==> src/rtl/cpu_pkg.sv <==
// Shared definitions for the hardwired control unit.
//   - opcode values decoded from ir[31:27]
//   - OP_INCPC, the ALU code for Z = BusMuxOut + 1 used during fetch
//   - sequencer state enum and step constants T0..T9
//   - ctrl_t, the bundle of every datapath strobe plus the ALU operation
package cpu_pkg;

  localparam int OP_W   = 5;
  localparam int STEP_W = 4;

  localparam logic [OP_W-1:0] OP_INCPC = 5'b11111;

  localparam logic [OP_W-1:0] OP_LD   = 5'b00000;
  localparam logic [OP_W-1:0] OP_LDI  = 5'b00001;
  localparam logic [OP_W-1:0] OP_ST   = 5'b00010;
  localparam logic [OP_W-1:0] OP_ADD  = 5'b00011;
  localparam logic [OP_W-1:0] OP_SUB  = 5'b00100;
  localparam logic [OP_W-1:0] OP_AND  = 5'b00101;
  localparam logic [OP_W-1:0] OP_OR   = 5'b00110;
  localparam logic [OP_W-1:0] OP_ROR  = 5'b00111;
  localparam logic [OP_W-1:0] OP_ROL  = 5'b01000;
  localparam logic [OP_W-1:0] OP_SHR  = 5'b01001;
  localparam logic [OP_W-1:0] OP_SHRA = 5'b01010;
  localparam logic [OP_W-1:0] OP_SHL  = 5'b01011;
  localparam logic [OP_W-1:0] OP_ADDI = 5'b01100;
  localparam logic [OP_W-1:0] OP_ANDI = 5'b01101;
  localparam logic [OP_W-1:0] OP_ORI  = 5'b01110;
  localparam logic [OP_W-1:0] OP_DIV  = 5'b01111;
  localparam logic [OP_W-1:0] OP_MUL  = 5'b10000;
  localparam logic [OP_W-1:0] OP_NEG  = 5'b10001;
  localparam logic [OP_W-1:0] OP_NOT  = 5'b10010;
  localparam logic [OP_W-1:0] OP_BR   = 5'b10011;
  localparam logic [OP_W-1:0] OP_JR   = 5'b10100;
  localparam logic [OP_W-1:0] OP_JAL  = 5'b10101;
  localparam logic [OP_W-1:0] OP_IN   = 5'b10110;
  localparam logic [OP_W-1:0] OP_OUT  = 5'b10111;
  localparam logic [OP_W-1:0] OP_MFHI = 5'b11000;
  localparam logic [OP_W-1:0] OP_MFLO = 5'b11001;
  localparam logic [OP_W-1:0] OP_NOP  = 5'b11010;
  localparam logic [OP_W-1:0] OP_HALT = 5'b11011;

  typedef enum logic [1:0] {RESET, FETCH, EXEC, HALT} state_t;

  localparam logic [STEP_W-1:0] T0 = 4'd0;
  localparam logic [STEP_W-1:0] T1 = 4'd1;
  localparam logic [STEP_W-1:0] T2 = 4'd2;
  localparam logic [STEP_W-1:0] T3 = 4'd3;
  localparam logic [STEP_W-1:0] T4 = 4'd4;
  localparam logic [STEP_W-1:0] T5 = 4'd5;
  localparam logic [STEP_W-1:0] T6 = 4'd6;
  localparam logic [STEP_W-1:0] T7 = 4'd7;
  localparam logic [STEP_W-1:0] T8 = 4'd8;
  localparam logic [STEP_W-1:0] T9 = 4'd9;

  typedef struct packed {
    logic PCout, ZHighout, Zlowout, HIout, LOout, InPortout, MDRout, Cout;
    logic PCin, MARin, MDRin, IRin, Yin, HIin, LOin, ZHIin, ZLOin, CONin, OutPortin;
    logic Gra, Grb, Grc, Rin, Rout, BAout;
    logic Read, Write;
    logic [OP_W-1:0] operation;
  } ctrl_t;

  // Every code up to mflo has execute steps; nop, halt and the unused
  // codes above halt finish at T3.
  function automatic logic has_exec(input logic [OP_W-1:0] op);
    return op <= OP_MFLO;
  endfunction

endpackage

==> src/rtl/control_sequencer_if.sv <==
// Connection between the control sequencer and the datapath.
//   master: sequencer side (reads ir/con_ff/stop, drives run and all strobes)
//   slave : datapath side (the opposite directions)
interface control_sequencer_if;
  import cpu_pkg::*;

  logic [31:0]     ir;
  logic            con_ff;
  logic            stop;
  logic            run;
  logic            PCout, ZHighout, Zlowout, HIout, LOout, InPortout, MDRout, Cout;
  logic            PCin, MARin, MDRin, IRin, Yin, HIin, LOin, ZHIin, ZLOin, CONin, OutPortin;
  logic            Gra, Grb, Grc, Rin, Rout, BAout;
  logic            Read, Write;
  logic [OP_W-1:0] operation;

  modport master (
    input  ir, con_ff, stop,
    output run,
    output PCout, ZHighout, Zlowout, HIout, LOout, InPortout, MDRout, Cout,
    output PCin, MARin, MDRin, IRin, Yin, HIin, LOin, ZHIin, ZLOin, CONin, OutPortin,
    output Gra, Grb, Grc, Rin, Rout, BAout,
    output Read, Write, operation
  );

  modport slave (
    output ir, con_ff, stop,
    input  run,
    input  PCout, ZHighout, Zlowout, HIout, LOout, InPortout, MDRout, Cout,
    input  PCin, MARin, MDRin, IRin, Yin, HIin, LOin, ZHIin, ZLOin, CONin, OutPortin,
    input  Gra, Grb, Grc, Rin, Rout, BAout,
    input  Read, Write, operation
  );

endinterface

==> src/rtl/control_sequencer_step_decoder.sv <==
// step_decoder: combinational decode of {state, step, opcode, con_ff} into
// the full strobe bundle, plus last_step which marks the final execute step
// of the current instruction.
//   state, step, opcode, con_ff : inputs
//   ctrl                        : strobe bundle (all zero unless listed)
//   last_step                   : high on the last EXEC step
module step_decoder
  import cpu_pkg::*;
(
  input  state_t            state,
  input  logic [STEP_W-1:0] step,
  input  logic [OP_W-1:0]   opcode,
  input  logic              con_ff,
  output ctrl_t             ctrl,
  output logic              last_step
);

  logic is_imm;
  assign is_imm = (opcode == OP_ADDI) || (opcode == OP_ANDI) || (opcode == OP_ORI);

  always_comb begin
    ctrl      = '0;
    last_step = 1'b0;
    case (state)
      FETCH: begin
        case (step)
          T0: begin
            ctrl.PCout = 1'b1; ctrl.MARin = 1'b1;
            ctrl.operation = OP_INCPC; ctrl.ZLOin = 1'b1;
          end
          T1: begin ctrl.Zlowout = 1'b1; ctrl.PCin = 1'b1; ctrl.Read = 1'b1; end
          // Read is held into T2 to cover the RAM's one cycle of latency.
          T2: begin ctrl.Read = 1'b1; ctrl.MDRin = 1'b1; end
          T3: begin ctrl.MDRout = 1'b1; ctrl.IRin = 1'b1; end
          default: ;
        endcase
      end
      EXEC: begin
        case (opcode)
          OP_ADD, OP_SUB, OP_AND, OP_OR, OP_ROR, OP_ROL, OP_SHR, OP_SHRA, OP_SHL,
          OP_ADDI, OP_ANDI, OP_ORI: begin
            case (step)
              T4: begin ctrl.Grb = 1'b1; ctrl.Rout = 1'b1; ctrl.Yin = 1'b1; end
              T5: begin
                if (is_imm) ctrl.Cout = 1'b1;
                else begin ctrl.Grc = 1'b1; ctrl.Rout = 1'b1; end
                ctrl.operation = opcode; ctrl.ZLOin = 1'b1;
              end
              T6: begin
                ctrl.Zlowout = 1'b1; ctrl.Gra = 1'b1; ctrl.Rin = 1'b1;
                last_step = 1'b1;
              end
              default: last_step = 1'b1;
            endcase
          end
          OP_LD, OP_LDI, OP_ST: begin
            // Shared effective-address computation: Rb (or 0 via BAout) + C.
            case (step)
              T4: begin
                ctrl.Grb = 1'b1; ctrl.Rout = 1'b1; ctrl.BAout = 1'b1; ctrl.Yin = 1'b1;
              end
              T5: begin ctrl.Cout = 1'b1; ctrl.operation = OP_ADD; ctrl.ZLOin = 1'b1; end
              T6: begin
                ctrl.Zlowout = 1'b1;
                if (opcode == OP_LDI) begin
                  ctrl.Gra = 1'b1; ctrl.Rin = 1'b1; last_step = 1'b1;
                end else begin
                  ctrl.MARin = 1'b1;
                end
              end
              T7: begin
                if (opcode == OP_ST) begin
                  ctrl.Gra = 1'b1; ctrl.Rout = 1'b1; ctrl.Write = 1'b1; last_step = 1'b1;
                end else begin
                  ctrl.Read = 1'b1;
                end
              end
              T8: begin ctrl.Read = 1'b1; ctrl.MDRin = 1'b1; end
              T9: begin
                ctrl.MDRout = 1'b1; ctrl.Gra = 1'b1; ctrl.Rin = 1'b1; last_step = 1'b1;
              end
              default: last_step = 1'b1;
            endcase
          end
          OP_MUL, OP_DIV: begin
            case (step)
              T4: begin ctrl.Gra = 1'b1; ctrl.Rout = 1'b1; ctrl.Yin = 1'b1; end
              T5: begin
                ctrl.Grb = 1'b1; ctrl.Rout = 1'b1; ctrl.operation = opcode;
                ctrl.ZLOin = 1'b1; ctrl.ZHIin = 1'b1;
              end
              T6: begin ctrl.Zlowout = 1'b1; ctrl.LOin = 1'b1; end
              T7: begin ctrl.ZHighout = 1'b1; ctrl.HIin = 1'b1; last_step = 1'b1; end
              default: last_step = 1'b1;
            endcase
          end
          OP_NEG, OP_NOT: begin
            case (step)
              T4: begin
                ctrl.Grb = 1'b1; ctrl.Rout = 1'b1; ctrl.operation = opcode; ctrl.ZLOin = 1'b1;
              end
              T5: begin
                ctrl.Zlowout = 1'b1; ctrl.Gra = 1'b1; ctrl.Rin = 1'b1; last_step = 1'b1;
              end
              default: last_step = 1'b1;
            endcase
          end
          OP_BR: begin
            case (step)
              T4: begin ctrl.Gra = 1'b1; ctrl.Rout = 1'b1; ctrl.CONin = 1'b1; end
              T5: begin ctrl.PCout = 1'b1; ctrl.Yin = 1'b1; end
              T6: begin ctrl.Cout = 1'b1; ctrl.operation = OP_ADD; ctrl.ZLOin = 1'b1; end
              // The target is only loaded into PC when the condition held.
              T7: begin
                ctrl.Zlowout = con_ff; ctrl.PCin = con_ff; last_step = 1'b1;
              end
              default: last_step = 1'b1;
            endcase
          end
          OP_JAL: begin
            case (step)
              T4: begin ctrl.PCout = 1'b1; ctrl.Grb = 1'b1; ctrl.Rin = 1'b1; end
              T5: begin
                ctrl.Gra = 1'b1; ctrl.Rout = 1'b1; ctrl.PCin = 1'b1; last_step = 1'b1;
              end
              default: last_step = 1'b1;
            endcase
          end
          // Single-step instructions: strobes at T4, then done.
          OP_JR, OP_IN, OP_OUT, OP_MFHI, OP_MFLO: begin
            last_step = 1'b1;
            if (step == T4) begin
              ctrl.Gra = 1'b1;
              case (opcode)
                OP_JR:   begin ctrl.Rout = 1'b1; ctrl.PCin = 1'b1; end
                OP_IN:   begin ctrl.InPortout = 1'b1; ctrl.Rin = 1'b1; end
                OP_OUT:  begin ctrl.Rout = 1'b1; ctrl.OutPortin = 1'b1; end
                OP_MFHI: begin ctrl.HIout = 1'b1; ctrl.Rin = 1'b1; end
                default: begin ctrl.LOout = 1'b1; ctrl.Rin = 1'b1; end
              endcase
            end
          end
          default: last_step = 1'b1;
        endcase
      end
      default: ;
    endcase
  end

endmodule

==> src/rtl/control_sequencer.sv <==
// control_sequencer: hardwired control unit for the bus-based CPU datapath.
// Holds the state/step registers and the next-state logic; strobes come from
// step_decoder as a combinational decode of the registered state and step
// and the IR opcode.
//   clk : system clock, rising edge
//   clr : asynchronous active-high reset
//   bus : master side of control_sequencer_if (ir, con_ff, stop in;
//         run and every datapath strobe out)
module control_sequencer
  import cpu_pkg::*;
(
  input  logic                clk,
  input  logic                clr,
  control_sequencer_if.master bus
);

  state_t            state;
  logic [STEP_W-1:0] step;
  logic [OP_W-1:0]   opcode;
  ctrl_t             dec;
  ctrl_t             ctrl;
  logic              last_step;
  logic              stop_now;
  logic              unused_ir;

  assign opcode    = bus.ir[31:27];
  assign unused_ir = ^bus.ir[26:0];

  step_decoder u_dec (
    .state     (state),
    .step      (step),
    .opcode    (opcode),
    .con_ff    (bus.con_ff),
    .ctrl      (dec),
    .last_step (last_step)
  );

  // A halt request at T0 suppresses the fetch strobes of that cycle so no
  // new instruction is started.
  assign stop_now = (state == FETCH) && (step == T0) && bus.stop;
  assign ctrl     = stop_now ? '0 : dec;

  always_ff @(posedge clk or posedge clr) begin
    if (clr) begin
      state <= RESET;
      step  <= T0;
    end else begin
      case (state)
        RESET: begin
          state <= FETCH;
          step  <= T0;
        end
        FETCH: begin
          case (step)
            T0: if (bus.stop) state <= HALT; else step <= T1;
            T1: step <= T2;
            T2: step <= T3;
            T3: begin
              if (opcode == OP_HALT) begin
                state <= HALT;
                step  <= T0;
              end else if (has_exec(opcode)) begin
                state <= EXEC;
                step  <= T4;
              end else begin
                step  <= T0;
              end
            end
            default: step <= T0;
          endcase
        end
        EXEC: begin
          if (last_step) begin
            state <= FETCH;
            step  <= T0;
          end else begin
            step <= step + STEP_W'(1);
          end
        end
        default: begin
          state <= HALT;
          step  <= T0;
        end
      endcase
    end
  end

  assign bus.run       = (state == FETCH) || (state == EXEC);
  assign bus.PCout     = ctrl.PCout;
  assign bus.ZHighout  = ctrl.ZHighout;
  assign bus.Zlowout   = ctrl.Zlowout;
  assign bus.HIout     = ctrl.HIout;
  assign bus.LOout     = ctrl.LOout;
  assign bus.InPortout = ctrl.InPortout;
  assign bus.MDRout    = ctrl.MDRout;
  assign bus.Cout      = ctrl.Cout;
  assign bus.PCin      = ctrl.PCin;
  assign bus.MARin     = ctrl.MARin;
  assign bus.MDRin     = ctrl.MDRin;
  assign bus.IRin      = ctrl.IRin;
  assign bus.Yin       = ctrl.Yin;
  assign bus.HIin      = ctrl.HIin;
  assign bus.LOin      = ctrl.LOin;
  assign bus.ZHIin     = ctrl.ZHIin;
  assign bus.ZLOin     = ctrl.ZLOin;
  assign bus.CONin     = ctrl.CONin;
  assign bus.OutPortin = ctrl.OutPortin;
  assign bus.Gra       = ctrl.Gra;
  assign bus.Grb       = ctrl.Grb;
  assign bus.Grc       = ctrl.Grc;
  assign bus.Rin       = ctrl.Rin;
  assign bus.Rout      = ctrl.Rout;
  assign bus.BAout     = ctrl.BAout;
  assign bus.Read      = ctrl.Read;
  assign bus.Write     = ctrl.Write;
  assign bus.operation = ctrl.operation;

endmodule

==> src/flat_wrapper.sv <==
// flat-port wrapper written by rule: the top's interface ports become plain ports
module control_sequencer_flat import cpu_pkg::*;
  (clk, clr, bus_ir, bus_con_ff, bus_stop, bus_run, bus_PCout, bus_ZHighout, bus_Zlowout, bus_HIout, bus_LOout, bus_InPortout, bus_MDRout, bus_Cout, bus_PCin, bus_MARin, bus_MDRin, bus_IRin, bus_Yin, bus_HIin, bus_LOin, bus_ZHIin, bus_ZLOin, bus_CONin, bus_OutPortin, bus_Gra, bus_Grb, bus_Grc, bus_Rin, bus_Rout, bus_BAout, bus_Read, bus_Write, bus_operation);
  control_sequencer_if bus_i ();
  input  logic clk;
  input  logic clr;
  input wire logic [$bits(bus_i.ir)-1:0] bus_ir;
  input wire logic [$bits(bus_i.con_ff)-1:0] bus_con_ff;
  input wire logic [$bits(bus_i.stop)-1:0] bus_stop;
  output wire logic [$bits(bus_i.run)-1:0] bus_run;
  output wire logic [$bits(bus_i.PCout)-1:0] bus_PCout;
  output wire logic [$bits(bus_i.ZHighout)-1:0] bus_ZHighout;
  output wire logic [$bits(bus_i.Zlowout)-1:0] bus_Zlowout;
  output wire logic [$bits(bus_i.HIout)-1:0] bus_HIout;
  output wire logic [$bits(bus_i.LOout)-1:0] bus_LOout;
  output wire logic [$bits(bus_i.InPortout)-1:0] bus_InPortout;
  output wire logic [$bits(bus_i.MDRout)-1:0] bus_MDRout;
  output wire logic [$bits(bus_i.Cout)-1:0] bus_Cout;
  output wire logic [$bits(bus_i.PCin)-1:0] bus_PCin;
  output wire logic [$bits(bus_i.MARin)-1:0] bus_MARin;
  output wire logic [$bits(bus_i.MDRin)-1:0] bus_MDRin;
  output wire logic [$bits(bus_i.IRin)-1:0] bus_IRin;
  output wire logic [$bits(bus_i.Yin)-1:0] bus_Yin;
  output wire logic [$bits(bus_i.HIin)-1:0] bus_HIin;
  output wire logic [$bits(bus_i.LOin)-1:0] bus_LOin;
  output wire logic [$bits(bus_i.ZHIin)-1:0] bus_ZHIin;
  output wire logic [$bits(bus_i.ZLOin)-1:0] bus_ZLOin;
  output wire logic [$bits(bus_i.CONin)-1:0] bus_CONin;
  output wire logic [$bits(bus_i.OutPortin)-1:0] bus_OutPortin;
  output wire logic [$bits(bus_i.Gra)-1:0] bus_Gra;
  output wire logic [$bits(bus_i.Grb)-1:0] bus_Grb;
  output wire logic [$bits(bus_i.Grc)-1:0] bus_Grc;
  output wire logic [$bits(bus_i.Rin)-1:0] bus_Rin;
  output wire logic [$bits(bus_i.Rout)-1:0] bus_Rout;
  output wire logic [$bits(bus_i.BAout)-1:0] bus_BAout;
  output wire logic [$bits(bus_i.Read)-1:0] bus_Read;
  output wire logic [$bits(bus_i.Write)-1:0] bus_Write;
  output wire logic [$bits(bus_i.operation)-1:0] bus_operation;
  assign bus_i.ir = bus_ir;
  assign bus_i.con_ff = bus_con_ff;
  assign bus_i.stop = bus_stop;
  assign bus_run = bus_i.run;
  assign bus_PCout = bus_i.PCout;
  assign bus_ZHighout = bus_i.ZHighout;
  assign bus_Zlowout = bus_i.Zlowout;
  assign bus_HIout = bus_i.HIout;
  assign bus_LOout = bus_i.LOout;
  assign bus_InPortout = bus_i.InPortout;
  assign bus_MDRout = bus_i.MDRout;
  assign bus_Cout = bus_i.Cout;
  assign bus_PCin = bus_i.PCin;
  assign bus_MARin = bus_i.MARin;
  assign bus_MDRin = bus_i.MDRin;
  assign bus_IRin = bus_i.IRin;
  assign bus_Yin = bus_i.Yin;
  assign bus_HIin = bus_i.HIin;
  assign bus_LOin = bus_i.LOin;
  assign bus_ZHIin = bus_i.ZHIin;
  assign bus_ZLOin = bus_i.ZLOin;
  assign bus_CONin = bus_i.CONin;
  assign bus_OutPortin = bus_i.OutPortin;
  assign bus_Gra = bus_i.Gra;
  assign bus_Grb = bus_i.Grb;
  assign bus_Grc = bus_i.Grc;
  assign bus_Rin = bus_i.Rin;
  assign bus_Rout = bus_i.Rout;
  assign bus_BAout = bus_i.BAout;
  assign bus_Read = bus_i.Read;
  assign bus_Write = bus_i.Write;
  assign bus_operation = bus_i.operation;
  control_sequencer u_core (.clk(clk), .clr(clr), .bus(bus_i));
endmodule
==> config.mk <==
export PLATFORM = sky130hd
export DESIGN_NAME = control_sequencer_flat
export DESIGN_NICKNAME = d
export VERILOG_FILES = /design/src/rtl/cpu_pkg.sv /design/src/rtl/control_sequencer_if.sv /design/src/rtl/control_sequencer_step_decoder.sv /design/src/rtl/control_sequencer.sv /design/src/flat_wrapper.sv
export SDC_FILE = /design/constraint.sdc
export NUM_CORES = 1
export LEC_CHECK = 0
export CAP_MARGIN = 20
export CORE_MARGIN = 2
export CORE_UTILIZATION = 30
export CTS_BUF_LIST = sky130_fd_sc_hd__clkbuf_16
export CTS_CLUSTER_DIAMETER = 200
export CTS_CLUSTER_SIZE = 10
export DETAILED_ROUTE_END_ITERATION = 6
export DONT_BUFFER_PORTS = 1
export PLACE_DENSITY_LB_ADDON = 0.3
export REMOVE_ABC_BUFFERS = 1
export SETUP_SLACK_MARGIN = 0.15
export SYNTH_ARGS = -nofsm -noshare
export SYNTH_HDL_FRONTEND = slang
export SYNTH_SLANG_ARGS = --single-unit
==> constraint.sdc <==
create_clock -name clk -period 2.3 [get_ports clk]
set_input_delay 0.46 -clock clk [delete_from_list [all_inputs] [get_ports clk]]
set_output_delay 0.46 -clock clk [all_outputs]
set_load 0.02 [all_outputs]
== Word-level counts from Yosys, hierarchy flattened ==
Cells that the tools add are included.

* Bits of input ports: 36
* Register bits after elaboration: 6

* Reduce and logical (&&, ||, !) cells: 27
* $lt $le $gt $ge: 1
* $add $sub $neg: 1
* Equality and inequality tests: 42
* Mux-type cells: 98

{| class="wikitable"
|+ Operator list
! operator !! count
|-
| == test 5 bit, second input constant || 11
|-
| two-way mux 1 bit || 44
|-
| == test 5 x 4 -> 1 bit, second input constant || 8
|-
| two-way mux 32 bit || 1
|-
| case mux 1 bit (2 select lines) || 12
|-
| == test 5 x 3 -> 1 bit, second input constant || 4
|-
| two-way mux 2 bit || 10
|-
| case mux 5 bit (4 select lines) || 1
|-
| two-way mux 3 bit || 6
|-
| OR reduction 18 bit || 1
|-
| OR reduction 3 bit || 6
|-
| OR reduction 17 bit || 1
|-
| == test 4 x 3 -> 1 bit, second input constant || 4
|-
| two-way mux 4 bit || 4
|-
| case mux 4 bit (4 select lines) || 1
|-
| two-way mux 5 bit || 3
|-
| case mux 1 bit (3 select lines) || 5
|-
| OR reduction 15 bit || 1
|-
| OR reduction 14 bit || 1
|-
| OR reduction 12 bit || 1
|-
| == test 5 x 2 -> 1 bit, second input constant || 2
|-
| case mux 1 bit (5 select lines) || 2
|-
| case mux 5 bit (2 select lines) || 1
|-
| OR reduction 2 bit || 5
|-
| other kinds (26) || 34
|}

== Depth between registers and ports, before layout ==
Gate-level depths: netlist of the first run.

* Word-level depth: 8
* Depth in mapped cells: 9
* Gate-level depth less buffers: 8

== By module ==
From an unflattened synthesis of the first run, not the netlist that was laid out.

* Cell total of the unflattened synthesis: 260
* Area total of the unflattened synthesis: 1731.7 µm²

{| class="wikitable"
|+ Modules (own cells, without submodules)
! module !! area each (µm²) !! instances !! cells each !! seq. area each (µm²)
|-
| step_decoder || 994.7 || 1 || 171 || 0.0
|-
| control_sequencer || 737.0 || 1 || 89 || 150.1
|}

== Worst setup path before layout of the first run ==
No wires, ideal clock.

* Path kind: input to output
* Start: input port bus_ir[29]
* End: output port bus_ZHighout
* Data arrival time: 2.062 ns
* Cell stages on the path: 7
* Setup slack: -0.222 ns
* Path buffers: 2
* Cells stage by stage: buf_2 -> or3b_2 -> nor3_1 -> or2_2 -> nand2_1 -> nor2_1 -> buf_4

* Longest elaborated chain between the ends: 5
* Elaborated cells on any way between the ends: 6
* Those cells by class: eq/ne (2); mux (3); reduce/logical (1)

{| class="wikitable"
|+ RTL lines
! what !! RTL line !! text
|-
| start: declaration || flat_wrapper.sv:7 || <nowiki>input wire logic [$bits(bus_i.ir)-1:0] bus_ir;</nowiki>
|-
| == test 5 bit / == test 5 x 4 -> 1 bit (equally long branches) || control_sequencer_step_decoder.sv:39 || <nowiki>case (opcode)</nowiki>
|-
| OR reduction 2 bit (*) || control_sequencer_step_decoder.sv:39 ||
|-
| two-way mux 1 bit (*) || control_sequencer_step_decoder.sv:39 ||
|-
| two-way mux 1 bit (*) || control_sequencer_step_decoder.sv:24 || <nowiki>case (state)</nowiki>
|-
| two-way mux 32 bit (*) || control_sequencer.sv:41 || <nowiki>assign ctrl = stop_now ? '0 : dec;</nowiki>
|-
| end: declaration || flat_wrapper.sv:12 || <nowiki>output wire logic [$bits(bus_i.ZHighout)-1:0] bus_ZHighout;</nowiki>
|}

Mark *: on every way between the ends. The rest lies on a longest branch, timed or not.

== Final worst setup path of the first run ==
* Start: register u_core.step[1]
* End: output port bus_operation[2]

* Longest elaborated chain between the ends: 5
* Elaborated cells on any way between the ends: 11
* Those cells by class: eq/ne (2); mux (6); reduce/logical (3)

{| class="wikitable"
|+ RTL lines
! what !! RTL line !! text
|-
| start: declaration || control_sequencer.sv:18 || <nowiki>logic [STEP_W-1:0] step;</nowiki>
|-
| start signal: assignment || control_sequencer.sv:77 || <nowiki>step <= step + STEP_W'(1);</nowiki>
|-
| == test 4 x 3 -> 1 bit, on equally long branches || control_sequencer_step_decoder.sv:98, control_sequencer_step_decoder.sv:42, control_sequencer_step_decoder.sv:86 ||
|-
| two-way mux 5 bit, on equally long branches || control_sequencer_step_decoder.sv:98, control_sequencer_step_decoder.sv:42, control_sequencer_step_decoder.sv:86 ||
|-
| case mux 5 bit (4 select lines) || control_sequencer_step_decoder.sv:39 ||
|-
| case mux 5 bit (2 select lines) || control_sequencer_step_decoder.sv:24 ||
|-
| two-way mux 32 bit (*) || control_sequencer.sv:41 ||
|-
| end: declaration || flat_wrapper.sv:38 || <nowiki>output wire logic [$bits(bus_i.operation)-1:0] bus_operation;</nowiki>
|}

Marks and branches as above.

==> results of run 1 <==
-- metrics by stage --
| step | utilization | setup TNS (ns) |
|---|---|---|
| 3_3_place_gp | 0.3961 | -0.3765 |
| 5_1_grt | 0.5187 | -3.814 |
| 4_1_cts | 0.4831 | -1.604 |
| 6_report | 0.5187 | -2.098 |
| 2_1_floorplan | - | -3.589 |
| 3_5_place_dp | 0.3961 | -0.5656 |
-- kinds of logic after synthesis --
group	share of synthesized area
mux	0.01889
xor+xnor	0.005088
buf+inv	0.09811
compound gates	0.3430
flops	0.08721
fa+ha+maj	0.05814
simple gates	0.3895
-- area by class of cell --
class | count | area (um2)
sequential | 6 | 152.6
multi-input combinational | 229 | 1793
tap | 72 | 90.09
inverter | 9 | 33.78
fill | 553 | 2666
clock buffer | 3 | 75.07
timing repair buffer | 83 | 729.5
-- cell usage after synthesis, types with 6 or more instances --
master    count  area (um2)
a21oi_1      30       150.1
a31oi_1       6       37.54
buf_2        14       70.07
clkbuf_1      8       30.03
dfrtp_1       6       150.1
ha_1          8       100.1
inv_1         9       33.78
nand2_1      36       135.1
nand3_1      10       50.05
nor2_1       30       112.6
nor2b_1       6       37.54
nor3_1       10       50.05
o21ai_0      12       60.06
o22ai_1       6       37.54
-- power groups by stage --
stage	sequential, W	clock, W	combinational [W]
finish	0.000163	0.000277	0.00165
global route	0.000167	0.000290	0.00178
CTS	0.000163	0.000284	0.00152
detailed placement	0.000162	0	0.00125
global placement	0.000161	0	0.00124
floorplan	0.000164	0	0.000731
-- state kept, by name, summed over array words and instances, names as in the netlist --
name and cells:
u_core.state 2, u_core.step 4
-- worst register-to-register path, delay by kind of cell (launching register included) --
kind                       cells  cell delay [ns]
AOI/OAI and AO/OA              4             0.59
buffers and inverters          3             0.46
adders and majority gates      1             0.17
DFF                            1             0.40
and+or+nand+nor                2             0.24
-- path summary, 6_finish.rpt --
kind,end,depth (start not counted),slack [ns],start
setup / recovery,bus_operation[2],9,-0.21,u_core.step[1]
min in group clk,u_core.step[1],2,0.53,bus_stop
setup reg to reg,u_core.state[0],10,0.28,u_core.step[0]
max in group asynchronous,u_core.step[3],1,2.07,clr
hold / removal,u_core.state[0],1,0.03,clr
hold reg to reg,u_core.state[0],2,0.63,u_core.state[0]
-- layout by cell type (no fill, tap or decap), types with 2 or more instances in the layout --
cell	instances
dfrtp_2	2
a211oi_2	8
o22ai_1	4
a21oi_4	2
inv_1	7
clkbuf_16	3
nor2_1	20
and2_1	3
a21oi_1	19
nor2b_1	5
o21ai_1	3
nor3_1	6
ha_4	3
a32oi_1	2
or2_2	2
or3_4	2
nor3_2	4
inv_2	2
nand2b_1	3
nor2_2	6
o21ai_2	2
and2_4	2
nand4_1	3
nand3b_1	5
o22ai_2	2
nand3_1	9
o211ai_1	3
nand2_4	5
o21ai_0	8
dfrtp_1	4
buf_6	25
nand2_2	5
and3_4	2
a31oi_1	6
ha_1	4
nand2_1	27
a21oi_2	9
buf_4	57
nor2_4	5
-- per-layer routing --
| layer | vias up | global-route usage | part of all wire |
|---|---|---|---|
| li1 | 1107 | - | - |
| met1 | 1091 | 0.2734 | 0.41 |
| met2 | 139 | 0.3571 | 0.49 |
| met3 | 15 | 0.03394 | 0.086 |
| met4 | 0 | 0.07288 | 0.016 |
| met5 | - | 0 | 0 |
-- what timing repair did --
action | 4_1_cts | 5_1_grt
endpoints found under the hold margin | 0 | 0
endpoints found under the setup margin | 32 | 32
setup buffers | 8 | 6
cloned | 0 | 0
pin swaps | 39 | 21
hold buffers | 0 | 0
resized for setup | 87 | 36
==> flow_metrics.py, run 1 <==
metrics = {
    "routing": {
        "vias_per_cell": 5.851,
        "drtIter0Drc": 239,
        "wl_per_cell_um": 17.28,
        "drt-pass1-iter-count": 5,
        "vias": 2352,
        "routed_wl_um": 6946,
        "drc": 0,
        "final_antenna_net_count": 0,
    },
    "place": {
        "pre_cts_ws_ns": -0.1163,
        "post-place-cells": 385,
        "dpl-instance-area_um2": 2195,
        "gp_congestion": 0.9137,
        "io_buffers": 0,
        "dp_hpwl_um": 4557,
    },
    "timing": {
        "setup_viol": 19,
        "maxSlewViolCount": 0,
        "worst_slack_ns": -0.2099,
        "finalHoldViolCount": 0,
        "fin_crit_sh": 1.091,
        "max_freq_mhz": 398.4,
        "tightest_slew_ns": 0.5372,
        "fin_worst_skew_ns": 0.0002658,
        "whs_ns": 0.03210,
        "period_needed_ns": 2.510,
        "slew_headroom": 0.6372,
        "rsz0062_at_grt": "true",
    },
    "finish": {
        "num_antenna_cells": 0,
        "fin_cells": 402,
        "area_growth_pct": 66.93,
        "fin_area_um2": 2874,
        "nNetsFinal": 376,
        "final_layout_size_suffix_gt1_frac": 0.5182,
    },
    "worst_setup_path": {
        "cp-start-kind": "flip-flop",
        "cp.arrival_ns": 2.05,
        "path_max_fanout": 5,
        "crit_buf_inv": 2,
        "crit_slowest_cell": "dfrtp_1",
        "cp_top_family": "compound AO/OA/AOI/OAI gates",
        "critPathCaptureType": "primary output",
        "worstPathCellList": "inv_2, ha_2, and4bb_2, a32o_2, a221oi_2, nor2_2, a21oi_1, nor2_1, buf_4",
        "criticalPathCategory": "flip-flop to primary output",
        "worst_ep_required_time_ns": 1.84,
        "slowest_delay_ns": 0.35,
    },
    "floorplan": {
        "die_h_um": 79.76,
        "fp.dieW_um": 79.76,
        "initial_core_util": 0.3107,
        "die-area_um2": 6361,
        "rows": 27,
        "ios": 69,
        "core_um2": 5540,
    },
    "yosys": {
        "ys.flop_type": "dfrtp_1",
        "synth_cells": 271,
        "synthArstFlopShare": 1.000,
        "synth_area_per_cell_um2": 6.353,
        "synth-seq-cells": 6,
        "syn_area_um2": 1722,
        "synth-edff-count": 0,
        "ys_seq_area_frac": 0.08721,
        "ys_types": 61,
        "yosys_warnings": 0,
    },
    "power": {
        "p_seq_frac": 0.078,
        "switching_share": 0.4774,
        "peakVddDrop_v": 0.0007431,
        "p_clk_frac": 0.133,
        "power.internal_w": 0.001092,
        "power_density_nw_per_um2": 727.2,
        "leakage_nw": 1.095,
        "p_comb_frac": 0.789,
        "power_w": 0.002090,
        "p_switching_w": 0.0009977,
    },
    "run": {
        "cap_viol_max_count": 0,
    },
    "global_route": {
        "grt-ovfl-total": 0,
        "grt_pass1_vias": 2213,
        "grt.total_usage": 0.2119,
        "grt_max_degree": 39,
        "antenna_found_initial": 0,
        "grt_pass1_wl_um": 10850,
    },
    "worst_hold_path": {
        "holdCritPathClass": "input pin to async pin",
    },
    "clock_network": {
        "cts_tree": "done",
        "root_buffer": "clkbuf_16",
        "clk_path_buf_depth": 2,
        "cts_buffers": 3,
        "clkLatencyLatePin_ns": 0.23,
        "clkSinkCount": 6,
        "clk_pin_slew_ns": 0.03,
        "htreeDepth": 1,
    },
    "run_status": {
        "violations": "negative setup slack",
        "status": "finished with violations",
    },
}
No activity file was read; power rests on OpenSTA's default activity.
==> run 2: changes to the inputs <==
Settings changed: REMOVE_ABC_BUFFERS 1 to unset.
==> run 2 against run 1 <==
  * Total power grew 20%
  * Largest cell class unchanged
  * Die area is the same
  * Highest routed layer unchanged
  * The flow still finishes with violations (negative setup slack)
  * Maximum frequency shrank 2.4%
==> flow_metrics.py, run 2 (synthesis results as in run 1) <==
metrics = {
    "finish": {
        "nFillCells": 502,
        "final_cell_mix": "buf_4 (52), nand2_1 (25), buf_6 (19)",
        "largest_reg_flops": 4,
        "multi_input_area_um2": 2034,
        "regMostFlops": "u_core.step",
        "layout_commonest_cell": "buf_4",
        "utilization": 0.5519,
        "area_growth_pct": 77.62,
        "nNetsFinal": 367,
        "fin_cells": 394,
        "top_regs": "u_core.step x4, u_core.state x2",
        "num_antenna_cells": 0,
        "regArea_um2": 153.9,
        "final_layout_size_suffix_gt1_frac": 0.5559,
    },
    "worst_setup_path": {
        "path_max_fanout": 5,
        "slowest_delay_ns": 0.44,
        "cp_top_family": "compound AO/OA/AOI/OAI gates",
        "cp.arrival_ns": 2.11,
        "crit_slowest_cell": "dfrtp_2",
        "worstPathCellList": "ha_4, and4bb_2, a32o_1, a221oi_4, nor2_4, a21oi_2, nor2_4",
        "worst_ep_required_time_ns": 1.84,
        "crit_top_cell": "nor2_4",
        "regToRegSetupSlack_ns": 0.30,
        "cp-start-kind": "flip-flop",
        "criticalPathCategory": "flip-flop to primary output",
        "critPathCaptureType": "primary output",
        "crit_buf_inv": 0,
    },
    "timing": {
        "period_needed_ns": 2.572,
        "fin_crit_sh": 1.118,
        "maxSlewViolCount": 0,
        "slew_headroom": 0.6674,
        "tns_ns": -3.353,
        "whs_ns": 0.04241,
        "rsz0062_at_grt": "true",
        "fin_worst_skew_ns": 0.001340,
        "finalHoldViolCount": 0,
        "setup_viol": 25,
        "max_freq_mhz": 388.8,
        "worst_slack_ns": -0.2717,
        "tightest_slew_ns": 0.4966,
    },
    "global_route": {
        "grt_pass1_wl_um": 11400,
        "antenna_found_initial": 0,
        "grt.total_usage": 0.2230,
        "grt_max_degree": 39,
        "grt_pass1_vias": 2214,
        "grt-ovfl-total": 0,
    },
    "clock_network": {
        "htreeDepth": 1,
        "cts_buffers": 3,
        "hold_buffers": 0,
        "clkSinkCount": 6,
        "clk_path_buf_depth": 2,
        "clkLatencyLatePin_ns": 0.23,
        "cts_tree": "done",
        "root_buffer": "clkbuf_16",
        "clk_pin_slew_ns": 0.03,
    },
    "routing": {
        "drt-pass1-iter-count": 4,
        "routed_wl_um": 7354,
        "vias_per_cell": 5.957,
        "vias": 2347,
        "final_antenna_net_count": 0,
        "wl_per_cell_um": 18.66,
        "drtIter0Drc": 284,
        "drc": 0,
    },
    "place": {
        "gp_congestion": 0.8896,
        "post-place-cells": 368,
        "io_buffers": 0,
        "pre_cts_ws_ns": -0.08235,
        "dp_hpwl_um": 4630,
    },
    "power": {
        "power_density_nw_per_um2": 821.4,
        "leakage_nw": 1.103,
        "peakVddDrop_v": 0.001098,
    },
    "floorplan": {
        "die-area_um2": 6361,
        "die_h_um": 79.76,
        "initial_core_util": 0.3107,
        "ios": 69,
        "rows": 27,
        "core_um2": 5540,
        "fp.dieW_um": 79.76,
    },
    "run": {
        "cap_viol_max_count": 0,
    },
    "worst_hold_path": {
        "holdCritPathClass": "input pin to async pin",
    },
    "run_status": {
        "violations": "negative setup slack",
        "status": "finished with violations",
    },
    "yosys": {
        "syn_nets": 315,
    },
}
## run 2: changes by cell type in the layout (fill, tap and decap cells not counted), sizes merged
| cell | change |
|---|---|
| inv | +1 |
| buf | -9 |
## run 2: power breakdown
group / leakage (nW) / switching (W) / total [W] / internal [W]
clock: 0.0423 / 0.0000636 / 0.000289 / 0.000226
sequential: 0.0725 / 0.0000378 / 0.000175 / 0.000138
combinational: 0.989 / 0.00114 / 0.00205 / 0.000905
total: 1.10 / 0.00124 / 0.00251 / 0.00127
## run 2: final cells by class
cell class              count  share of cell area
flip-flops and latches      6             0.05033
well taps                  72             0.02946
inverters                   9             0.01187
clock buffers               3             0.02455
repair buffers             74              0.2173
clock inverters             1            0.001227
multi-input cells         229              0.6653
## run 2: layer usage
metal / track usage / share of wire / up-vias
met5: 0 / 0 / -
li1: - / - / 1098
met3: 0.01923 / 0.085 / 24
met1: 0.3090 / 0.40 / 1113
met2: 0.3630 / 0.48 / 112
met4: 0.07458 / 0.030 / 0
## run 2: worst paths after layout
kind / depth (start not counted) / from / to
max: 7 / u_core.step[0] / bus_operation[4]
min: 1 / clr / u_core.step[1]
max reg2reg: 11 / u_core.step[0] / u_core.state[1]
min reg2reg: 2 / u_core.state[0] / u_core.state[0]
max in group asynchronous: 1 / clr / u_core.step[2]
min in group clk: 2 / bus_stop / u_core.step[1]
## run 2: per-stage QoR
stage	power [W]	cell area [um2]
2_1_floorplan	0.001164	1911
3_3_place_gp	0.001555	2256
3_5_place_dp	0.001561	2256
4_1_cts	0.002207	2746
5_1_grt	0.002672	3058
6_report	0.002512	3058
## run 2: what timing repair did
item                                    in CTS  in global routing
buffers inserted                            13                  9
endpoints found under the setup margin      31                 34
pin swaps                                   28                 24
gates resized for setup                     69                 47
